$ cat config.mk
export PLATFORM = sky130hd
export DESIGN_NAME = rot_dma_seq
export DESIGN_NICKNAME = d
export VERILOG_FILES = /design/src/rtl/rot_dma_seq_pkg.sv /design/src/rtl/rot_dma_seq.sv
export SDC_FILE = /design/constraint.sdc
export NUM_CORES = 1
export LEC_CHECK = 0
export ABC_AREA = 1
export BUFFER_PORTS_ARGS = -buffer_cell sky130_fd_sc_hd__buf_2
export CORE_MARGIN = 10
export CORE_UTILIZATION = 45
export DETAILED_ROUTE_END_ITERATION = 6
export HOLD_SLACK_MARGIN = 0.08
export PLACE_DENSITY = 0.74
export SYNTH_ARGS = -nofsm -noshare
export SYNTH_HDL_FRONTEND = slang
export SYNTH_SLANG_ARGS = --single-unit
$ cat constraint.sdc
create_clock -name I_HCLK -period 4.8 [get_ports I_HCLK]
set_input_delay 0.48 -clock I_HCLK [delete_from_list [all_inputs] [get_ports I_HCLK]]
set_output_delay 0.48 -clock I_HCLK [all_outputs]
set_load 0.02 [all_outputs]
$ cat src/rtl/rot_dma_seq_pkg.sv
// Shared definitions for the rotation DMA sequencer: state encoding, default
// AHB transfer size and the burst byte-offset helper.
package rot_dma_seq_pkg;

    typedef enum logic [2:0] {
        ST_IDLE    = 3'd0,
        ST_RD_REQ  = 3'd1,
        ST_RD_WAIT = 3'd2,
        ST_PROC    = 3'd3,
        ST_WR_REQ  = 3'd4,
        ST_WR_WAIT = 3'd5,
        ST_FIN     = 3'd6
    } state_e;

    localparam logic [2:0] HSIZE_WORD_DFLT = 3'b010;

    // Byte offset of block idx inside a frame; wraps modulo 2^32.
    function automatic logic [31:0] burst_offset(input logic [15:0]   idx,
                                                 input int unsigned  burst_words);
        return 32'(idx) * (32'(burst_words) << 2);
    endfunction

endpackage

$ cat src/rtl/rot_dma_seq.sv
// Frame sequencer: per block, read burst -> rotation core -> write burst; one adder
// forms both burst addresses. Waits on DMA ready drop/rise; aborts never cut a burst.
module rot_dma_seq
    import rot_dma_seq_pkg::*;
#(
    parameter int unsigned BURST_WORDS = 16,
    parameter logic [2:0]  HSIZE_WORD  = HSIZE_WORD_DFLT
) (
    input  logic        I_HCLK,
    input  logic        I_HRESET_N,
    input  logic        I_GO,
    input  logic        I_ABORT,
    input  logic [31:0] I_SRC_ADDR,
    input  logic [31:0] I_DST_ADDR,
    input  logic [15:0] I_NUM_BLOCKS,
    input  logic        I_PAUSE,
    input  logic        I_DMA_READY,
    input  logic        I_CORE_DONE,
    output logic        O_START,
    output logic [31:0] O_ADDR,
    output logic [2:0]  O_SIZE,
    output logic [4:0]  O_COUNT,
    output logic        O_WRITE,
    output logic        O_BUSY,
    output logic        O_CORE_START,
    output logic        O_FRAME_BUSY,
    output logic        O_DONE,
    output logic        O_ABORTED,
    output logic [15:0] O_BLOCK_IDX
);

    state_e      state_q, state_d;
    logic [31:0] src_q, src_d;
    logic [31:0] dst_q, dst_d;
    logic [15:0] nblk_q, nblk_d;
    logic [15:0] idx_q, idx_d;
    logic [31:0] addr_q, addr_d;
    logic        write_q, write_d;
    logic        abort_q, abort_d;
    logic        drop_q, drop_d;
    logic        done_q, done_d;
    logic        aborted_q, aborted_d;

    logic        in_wait;
    logic        burst_done;
    logic        abort_now;
    logic        last_blk;
    logic        start;
    logic        core_start;
    logic [31:0] add_base;
    logic [31:0] add_sum;

    always_comb begin
        state_d    = state_q;
        src_d      = src_q;
        dst_d      = dst_q;
        nblk_d     = nblk_q;
        idx_d      = idx_q;
        abort_d    = abort_q;
        done_d     = 1'b0;
        aborted_d  = aborted_q;
        addr_d     = addr_q;
        write_d    = write_q;
        start      = 1'b0;
        core_start = 1'b0;

        in_wait    = (state_q == ST_RD_WAIT) || (state_q == ST_WR_WAIT);
        // A ready level only counts once it has been seen low inside this wait.
        burst_done = in_wait && drop_q && I_DMA_READY;
        drop_d     = in_wait && !burst_done && (drop_q || !I_DMA_READY);
        abort_now  = abort_q || I_ABORT;
        last_blk   = (idx_q == nblk_q - 16'd1);

        case (state_q)
            ST_IDLE: begin
                if (I_GO) begin
                    src_d     = I_SRC_ADDR;
                    dst_d     = I_DST_ADDR;
                    nblk_d    = I_NUM_BLOCKS;
                    idx_d     = 16'd0;
                    abort_d   = 1'b0;
                    aborted_d = 1'b0;
                    state_d   = (I_NUM_BLOCKS == 16'd0) ? ST_FIN : ST_RD_REQ;
                end
            end
            ST_RD_REQ: begin
                if (I_ABORT) begin
                    abort_d = 1'b1;
                    state_d = ST_FIN;
                end else begin
                    start   = 1'b1;
                    state_d = ST_RD_WAIT;
                end
            end
            ST_RD_WAIT: begin
                abort_d = abort_now;
                if (burst_done) begin
                    if (abort_now) begin
                        state_d = ST_FIN;
                    end else begin
                        core_start = 1'b1;
                        state_d    = ST_PROC;
                    end
                end
            end
            ST_PROC: begin
                if (I_ABORT) begin
                    abort_d = 1'b1;
                    state_d = ST_FIN;
                end else if (I_CORE_DONE) begin
                    state_d = ST_WR_REQ;
                end
            end
            ST_WR_REQ: begin
                if (I_ABORT) begin
                    abort_d = 1'b1;
                    state_d = ST_FIN;
                end else begin
                    start   = 1'b1;
                    state_d = ST_WR_WAIT;
                end
            end
            ST_WR_WAIT: begin
                abort_d = abort_now;
                if (burst_done) begin
                    if (last_blk) begin
                        // The frame's data is fully written back: report a clean finish.
                        abort_d = 1'b0;
                        state_d = ST_FIN;
                    end else if (abort_now) begin
                        state_d = ST_FIN;
                    end else begin
                        idx_d   = idx_q + 16'd1;
                        state_d = ST_RD_REQ;
                    end
                end
            end
            ST_FIN: begin
                done_d    = 1'b1;
                aborted_d = abort_q;
                state_d   = ST_IDLE;
            end
            default: state_d = ST_IDLE;
        endcase

        add_base = (state_d == ST_WR_REQ) ? dst_d : src_d;
        add_sum  = add_base + burst_offset(idx_d, BURST_WORDS);
        if ((state_d == ST_RD_REQ || state_d == ST_WR_REQ) && state_d != state_q) begin
            addr_d  = add_sum;
            write_d = (state_d == ST_WR_REQ);
        end
    end

    always_ff @(posedge I_HCLK) begin
        if (!I_HRESET_N) begin
            state_q   <= ST_IDLE;
            src_q     <= 32'd0;
            dst_q     <= 32'd0;
            nblk_q    <= 16'd0;
            idx_q     <= 16'd0;
            addr_q    <= 32'd0;
            write_q   <= 1'b0;
            abort_q   <= 1'b0;
            drop_q    <= 1'b0;
            done_q    <= 1'b0;
            aborted_q <= 1'b0;
        end else begin
            state_q   <= state_d;
            src_q     <= src_d;
            dst_q     <= dst_d;
            nblk_q    <= nblk_d;
            idx_q     <= idx_d;
            addr_q    <= addr_d;
            write_q   <= write_d;
            abort_q   <= abort_d;
            drop_q    <= drop_d;
            done_q    <= done_d;
            aborted_q <= aborted_d;
        end
    end

    assign O_START      = start;
    assign O_ADDR       = addr_q;
    assign O_SIZE       = HSIZE_WORD;
    assign O_COUNT      = 5'(BURST_WORDS);
    assign O_WRITE      = write_q;
    assign O_BUSY       = in_wait && I_PAUSE;
    assign O_CORE_START = core_start;
    assign O_FRAME_BUSY = (state_q != ST_IDLE);
    assign O_DONE       = done_q;
    assign O_ABORTED    = aborted_q;
    assign O_BLOCK_IDX  = idx_q;

endmodule

==> flow_metrics.env, run 1 <==
export IMPL_clk_latency_ps=420
export IMPL_drive_gt1_frac=0.2180
export IMPL_clockRootBuffer="sky130_fd_sc_hd__clkbuf_16"
export IMPL_die_w_um=148.7
export IMPL_tritoncts_num_sinks=136
export IMPL_cp_slowest_cell="sky130_fd_sc_hd__fa_1"
export IMPL_place_hpwl_mm=15.59
export IMPL_height_of_the_die_um=148.7
export IMPL_cts_tree="yes"
export IMPL_grt_overflow=0
export IMPL_path_max_fanout=6
export IMPL_finish_net_count=1260
export IMPL_avgViaCountPerCell=5.030
export IMPL_cts_path_max_buffers=2
export IMPL_timing_critical_path_arrival_ps=4760
export IMPL_crit_type="flop to flop"
export IMPL_total_leakage_power_uw=0.004589
export IMPL_syn_area_um2=7453
export IMPL_synth_seq_area_share=0.3653
export IMPL_finalWeightedCongestion=0.8763
export IMPL_routed_wl_mm=20.65
export IMPL_synthDistinctLibCells=43
export IMPL_count_of_pins_on_the_block_boundary=150
export IMPL_setup_viol_count_final=0
export IMPL_tritoncts_num_buffers=17
export IMPL_worstPathRequired_ps=5100
export IMPL_number_of_buffers_added_on_ports=141
export IMPL_grt_util_all_layers=0.1844
export IMPL_htree_num_levels=4
export IMPL_dr_first_iter_drc_count=464
export IMPL_grt_first_pass_wirelength_mm=33.31
export IMPL_diodes=0
export IMPL_result_of_the_run="complete, no violations"
export IMPL_fin_crit_ps=4464
export IMPL_finalCoreUtilization=0.5540
export IMPL_dr_pass1_iters=6
export IMPL_path_buf_inv=2
export IMPL_crit_path_start_kind="flop"
export IMPL_min_delay_path_class="primary input to flop"
export IMPL_synth_ff_type="sky130_fd_sc_hd__dfxtp_1"
export IMPL_core_area_um2=16060
export IMPL_remaining_drc_errors=0
export IMPL_synthesis_to_finish_area_growth_pct=19.36
export IMPL_worst_hold_startpoint="I_DMA_READY"
export IMPL_initial_utilization=0.4642
export IMPL_irDropWorstVdd_mv=0.3671
export IMPL_critPathMaxStageDelay_ps=410
export IMPL_power_density_nw_per_um2=524.7
export IMPL_final_critical_path_setup_slack_ps=336.2
export IMPL_syn_avg_cell_area_um2=7.272
export IMPL_final_hold_viol_count=0
export IMPL_most_common_cell_on_crit_path="sky130_fd_sc_hd__nand2_1"
export IMPL_grt_start_max_net_pins=58
export IMPL_achievable_frequency_ghz=0.2240
export IMPL_first_global_vias=6713
export IMPL_fin_skew_ps=7.508
export IMPL_placement_rows=46
export IMPL_async_flop_share=0
export IMPL_slew_violations=0
export IMPL_yosys_synthesis_warning_count=0
export IMPL_detail_route_wl_per_cell_um=14.95
export IMPL_vias=6947
export IMPL_fin_crit_sh=0.9300
export IMPL_maximum_capacitance_violations=0
export IMPL_detail_route_antenna_nets=0
export IMPL_slew_limit_headroom=0.2755
export IMPL_antenna_violations_before_repair=0
export IMPL_netlist_instances=1025
export IMPL_synth_ff_latch_count=136
export IMPL_cp_top_family="simple AND/OR/NAND/NOR gates"
export IMPL_dp_worst_setup_slack_ps=35.05
export IMPL_rr_startpoint="nblk_q[0]"
export IMPL_dieArea_um2=22110
export IMPL_clkTransAtPathRegs_ps=50
export IMPL_synth_edff_count=0
export IMPL_critPathCaptureType="flop"
export IMPL_critPathLaunch="nblk_q[0]"
export IMPL_worst_pin_slew_ps=1087
layout by cell type (no fill, tap or decap), types with 2 or more instances in the layout:
master / n
sky130_fd_sc_hd__nor3_2: 2
sky130_fd_sc_hd__buf_2: 141
sky130_fd_sc_hd__nand2_2: 10
sky130_fd_sc_hd__o21ai_0: 74
sky130_fd_sc_hd__nor2_4: 5
sky130_fd_sc_hd__nand4_1: 14
sky130_fd_sc_hd__buf_4: 11
sky130_fd_sc_hd__clkinv_4: 4
sky130_fd_sc_hd__nor2_1: 136
sky130_fd_sc_hd__nand3_1: 44
sky130_fd_sc_hd__inv_2: 9
sky130_fd_sc_hd__dfxtp_1: 136
sky130_fd_sc_hd__a21o_1: 3
sky130_fd_sc_hd__xnor2_1: 15
sky130_fd_sc_hd__o21bai_1: 7
sky130_fd_sc_hd__ha_1: 17
sky130_fd_sc_hd__a21oi_1: 71
sky130_fd_sc_hd__clkbuf_8: 2
sky130_fd_sc_hd__nand3_2: 3
sky130_fd_sc_hd__conb_1: 8
sky130_fd_sc_hd__nand2_4: 2
sky130_fd_sc_hd__mux2i_1: 63
sky130_fd_sc_hd__nor3_1: 16
sky130_fd_sc_hd__o211ai_1: 3
sky130_fd_sc_hd__clkinv_2: 3
sky130_fd_sc_hd__a211oi_1: 2
sky130_fd_sc_hd__nand2_1: 185
sky130_fd_sc_hd__clkbuf_16: 17
sky130_fd_sc_hd__o21ai_2: 2
sky130_fd_sc_hd__xor2_1: 13
sky130_fd_sc_hd__nand3b_1: 12
sky130_fd_sc_hd__inv_1: 83
sky130_fd_sc_hd__or2_2: 24
sky130_fd_sc_hd__clkinvlp_4: 3
sky130_fd_sc_hd__o21ai_1: 4
sky130_fd_sc_hd__nor2_2: 9
worst paths after layout:
check,end,slack [ps],depth (start not counted)
setup / recovery,O_ADDR[20],340,31
hold / removal,drop_q,240,2
setup reg to reg,O_ADDR[20],340,31
hold reg to reg,O_ADDR[6],470,2
state kept, by name, indices dropped and copies added, names as in the netlist, 3 cells and up:
name / count
state_q: 3
dst_q: 32
src_q: 32
nblk_q: 16
O_ADDR: 32
O_BLOCK_IDX: 16
metal layers:
layer / track usage / wire, um
met5: 0 / 0
met4: 0.04708 / 220
met3: 0.04460 / 1121
met2: 0.3168 / 10060
met1: 0.2250 / 9248
repair_timing:
item / 4_1_cts / 5_1_grt
setup endpoints to repair: 1 / 16
buffers inserted: 0 / 1
gates resized for setup: 1 / 9
hold buffers: 0 / 0
logic make-up (layout without fill, tap and decap cells):
logic type      Yosys count  count (layout)  synth area share
compound gates          171             171            0.1232
xor+xnor                 28              28           0.03290
fa+ha+maj                19              19           0.03290
buf+inv                 141             275           0.07822
flops                   136             136            0.3653
mux                      63              63           0.08461
other cells               2               8          0.001008
simple gates            465             465            0.2819
cell type report:
cell class              count  area [um2]
flip-flops and latches    136        2723
well taps                 216       270.3
clock inverters            11       102.6
multi-input cells         754        4210
inverters                  93       349.1
fillers                  1511        7162
clock buffers              19       452.9
repair buffers            152       788.3
worst reg2reg max path, delay by kind of cell (launching register included):
| kind | cells | cell delay [ps] |
|---|---|---|
| and+or+nand+nor | 16 | 1560 |
| AOI/OAI and AO/OA | 7 | 1000 |
| adders and majority gates | 3 | 810 |
| DFF | 1 | 330 |
| xor gates and xnor gates | 2 | 290 |
| muxes | 1 | 170 |
| buffers and inverters | 2 | 170 |
cell usage after synthesis (8+ instances only):
cell type | number | area share
sky130_fd_sc_hd__ha_1 | 18 | 0.030
sky130_fd_sc_hd__clkbuf_1 | 24 | 0.012
sky130_fd_sc_hd__dfxtp_1 | 136 | 0.37
sky130_fd_sc_hd__buf_2 | 9 | 0.0060
sky130_fd_sc_hd__nor3_1 | 18 | 0.012
sky130_fd_sc_hd__xor2_1 | 13 | 0.015
sky130_fd_sc_hd__inv_2 | 8 | 0.0040
sky130_fd_sc_hd__xnor2_1 | 15 | 0.018
sky130_fd_sc_hd__nor2_2 | 8 | 0.0067
sky130_fd_sc_hd__nor2_1 | 137 | 0.069
sky130_fd_sc_hd__inv_1 | 84 | 0.042
sky130_fd_sc_hd__mux2i_1 | 63 | 0.085
sky130_fd_sc_hd__a21oi_1 | 72 | 0.048
sky130_fd_sc_hd__nand2_1 | 186 | 0.094
sky130_fd_sc_hd__nand3b_1 | 12 | 0.012
sky130_fd_sc_hd__buf_4 | 9 | 0.0091
sky130_fd_sc_hd__nand3_1 | 44 | 0.030
sky130_fd_sc_hd__nand2_2 | 10 | 0.0084
sky130_fd_sc_hd__o21ai_0 | 77 | 0.052
sky130_fd_sc_hd__nand4_1 | 14 | 0.012
sky130_fd_sc_hd__or2_2 | 24 | 0.020
through the flow:
stage	TNS [ps]	hold slack (ps)	total power, uW	cell area (um2)	cells
finish	0	235.9	4667	8896	1381
detailed placement	0	464.6	3444	8300	1350
CTS	0	223.7	4683	8856	1380
global route	-17.51	243.7	4993	8896	1381
floorplan	0	450.7	2927	7476	1031
global placement	0	453.9	3410	8300	1350
power by group:
group	switching, uW	internal [uW]	total [uW]
clock	499	732	1230
combinational	1240	677	1910
sequential	138	1380	1520
No activity file was read; power rests on OpenSTA's default activity.
==> inputs of run 2 (changes only) <==
RECOVER_POWER = 50   (was default)
==> run 2 against run 1 <==
Compared with the run above:
- the run now ends with max-capacitance violations, max-slew violations left
- clock skew increased by 0.88 ps
- register-to-register slack about the same
- clock-buffer cell count unchanged
- die area unchanged
- combinational power about the same
- first-iteration DRC count decreased by 5.4%
- critical endpoint unchanged
==> flow_metrics.env, run 2 (synthesis results as in run 1) <==
export IMPL_result_of_the_run="finished with violations"
export IMPL_violations_in_the_final_reports="max-capacitance violations, max-slew violations"
export IMPL_diodes=0
export IMPL_synthesis_to_finish_area_growth_pct=18.38
export IMPL_dr_first_iter_drc_count=439
export IMPL_grt_overflow=0
export IMPL_finalWeightedCongestion=0.8763
export IMPL_critPathLaunch="nblk_q[0]"
export IMPL_initial_utilization=0.4642
export IMPL_clockRootBuffer="sky130_fd_sc_hd__clkbuf_16"
export IMPL_crit_type="flop to flop"
export IMPL_tritoncts_num_sinks=136
export IMPL_detail_route_wl_per_cell_um=14.92
export IMPL_crit_path_start_kind="flop"
export IMPL_timing_critical_path_arrival_ps=4760
export IMPL_worst_flop_to_flop_path_endpoint="O_ADDR[20]"
export IMPL_placement_rows=46
export IMPL_final_hold_viol_count=0
export IMPL_setup_viol_count_final=0
export IMPL_maximum_capacitance_violations=2
export IMPL_most_common_cell_on_crit_path="sky130_fd_sc_hd__nand2_1"
export IMPL_layout_common_cells="185 x sky130_fd_sc_hd__nand2_1, 136 x sky130_fd_sc_hd__dfxtp_1, 136 x sky130_fd_sc_hd__nor2_1"
export IMPL_number_of_buffers_added_on_ports=141
export IMPL_critPathCaptureType="flop"
export IMPL_final_critical_path_setup_slack_ps=334.2
export IMPL_r2r_cells=31
export IMPL_fin_skew_ps=8.390
export IMPL_height_of_the_die_um=148.7
export IMPL_remaining_drc_errors=0
export IMPL_first_global_vias=6713
export IMPL_vias=6928
export IMPL_path_max_fanout=6
export IMPL_layout_commonest_cell="sky130_fd_sc_hd__nand2_1"
export IMPL_drive_gt1_frac=0.1708
export IMPL_slew_violations=102
export IMPL_clkTransAtPathRegs_ps=60
export IMPL_finish_net_count=1260
export IMPL_count_of_fill_cells_added_during_filler_insertion=1532
export IMPL_grt_start_max_net_pins=58
export IMPL_htree_num_levels=4
export IMPL_setup_reg_to_reg_worst_slack_ps=330
export IMPL_cts_path_max_buffers=2
export IMPL_dr_pass1_iters=5
export IMPL_routed_wl_mm=20.61
export IMPL_rr_startpoint="nblk_q[0]"
export IMPL_min_delay_path_class="primary input to flop"
export IMPL_hold_ws_ps=236.5
export IMPL_dieArea_um2=22110
export IMPL_dp_worst_setup_slack_ps=35.05
export IMPL_grt_first_pass_wirelength_mm=33.31
export IMPL_fin_crit_sh=0.9304
export IMPL_avgViaCountPerCell=5.017
export IMPL_cts_tree="yes"
export IMPL_clk_latency_ps=420
export IMPL_achievable_frequency_ghz=0.2239
export IMPL_antenna_violations_before_repair=0
export IMPL_tritoncts_num_buffers=17
export IMPL_tns_ps=0
export IMPL_holdBufCountCts=0
export IMPL_total_leakage_power_uw=0.004371
export IMPL_power_total_uw=4628
export IMPL_slew_limit_headroom=-0.2827
export IMPL_fin_crit_ps=4466
export IMPL_power_density_nw_per_um2=524.5
export IMPL_cp_slowest_cell="sky130_fd_sc_hd__fa_1"
export IMPL_die_w_um=148.7
export IMPL_worst_pin_slew_ps=1922
export IMPL_critPathMaxStageDelay_ps=410
export IMPL_irDropWorstVdd_mv=0.3439
export IMPL_place_hpwl_mm=15.59
export IMPL_grt_util_all_layers=0.1844
export IMPL_finalCoreUtilization=0.5495
export IMPL_core_area_um2=16060
export IMPL_count_of_pins_on_the_block_boundary=150
export IMPL_crit_path_end="O_ADDR[20]"
export IMPL_detail_route_antenna_nets=0
export IMPL_worstPathRequired_ps=5100
run 2: changes by cell type in the layout (fill, tap and decap cells not counted), sizes merged:
| cell | delta |
|---|---|
| clkbuf | +55 |
| buf | -55 |
run 2: timing repair:
action,4_1_cts,5_1_grt
buffers inserted,0,1
setup endpoints to repair,1,16
resized for setup,1,9
pin swaps,0,0
run 2: report_power, final:
group	switching, uW	internal (uW)
registers	140	1380
logic	1240	639
clock network	497	732
run 2: worst min-delay path by stage:
stage / startpoint / end / slack, ps / depth (start not counted)
2_1_floorplan: abort_q / O_ABORTED / 450 / 2
3_3_place_gp: O_ADDR[6] / O_ADDR[6] / 450 / 2
3_5_place_dp: O_ADDR[6] / O_ADDR[6] / 460 / 2
4_1_cts: I_DMA_READY / drop_q / 220 / 2
5_1_grt: I_DMA_READY / drop_q / 240 / 2
6_report: I_DMA_READY / drop_q / 240 / 2
run 2: final cells by class:
class                      count  area (um2)  share of cell area
clock buffer                  19       452.9             0.05133
tap                          216       270.3             0.03063
multi-input combinational    754        4210              0.4772
timing repair buffer         152       715.7             0.08111
sequential                   136        2723              0.3086
inverter                      93       349.1             0.03956
clock inverter                11       102.6             0.01163
run 2: per-layer routing:
metal  GRT usage  up-vias  wire, um
met4     0.04708        0       270
met5           0        -         0
li1            -     3608         -
met2      0.3168      185      9938
met1      0.2250     3106      9110
met3     0.04460       29      1285
run 2: critical path: cells and delay by family, from the launching register on:
kind,cells,cell delay [ps]
simple gates,16,1530
flops,1,330
fa+ha+maj,3,810
compound gates,7,1000
xor+xnor,2,290
buf+inv,2,170
mux,1,170
run 2: through the flow:
| step | cell area, um2 | instances |
|---|---|---|
| after floorplan | 7476 | 1031 |
| after global placement | 8300 | 1350 |
| after detailed placement | 8300 | 1350 |
| after CTS | 8856 | 1380 |
| after global routing | 8823 | 1381 |
| final | 8823 | 1381 |
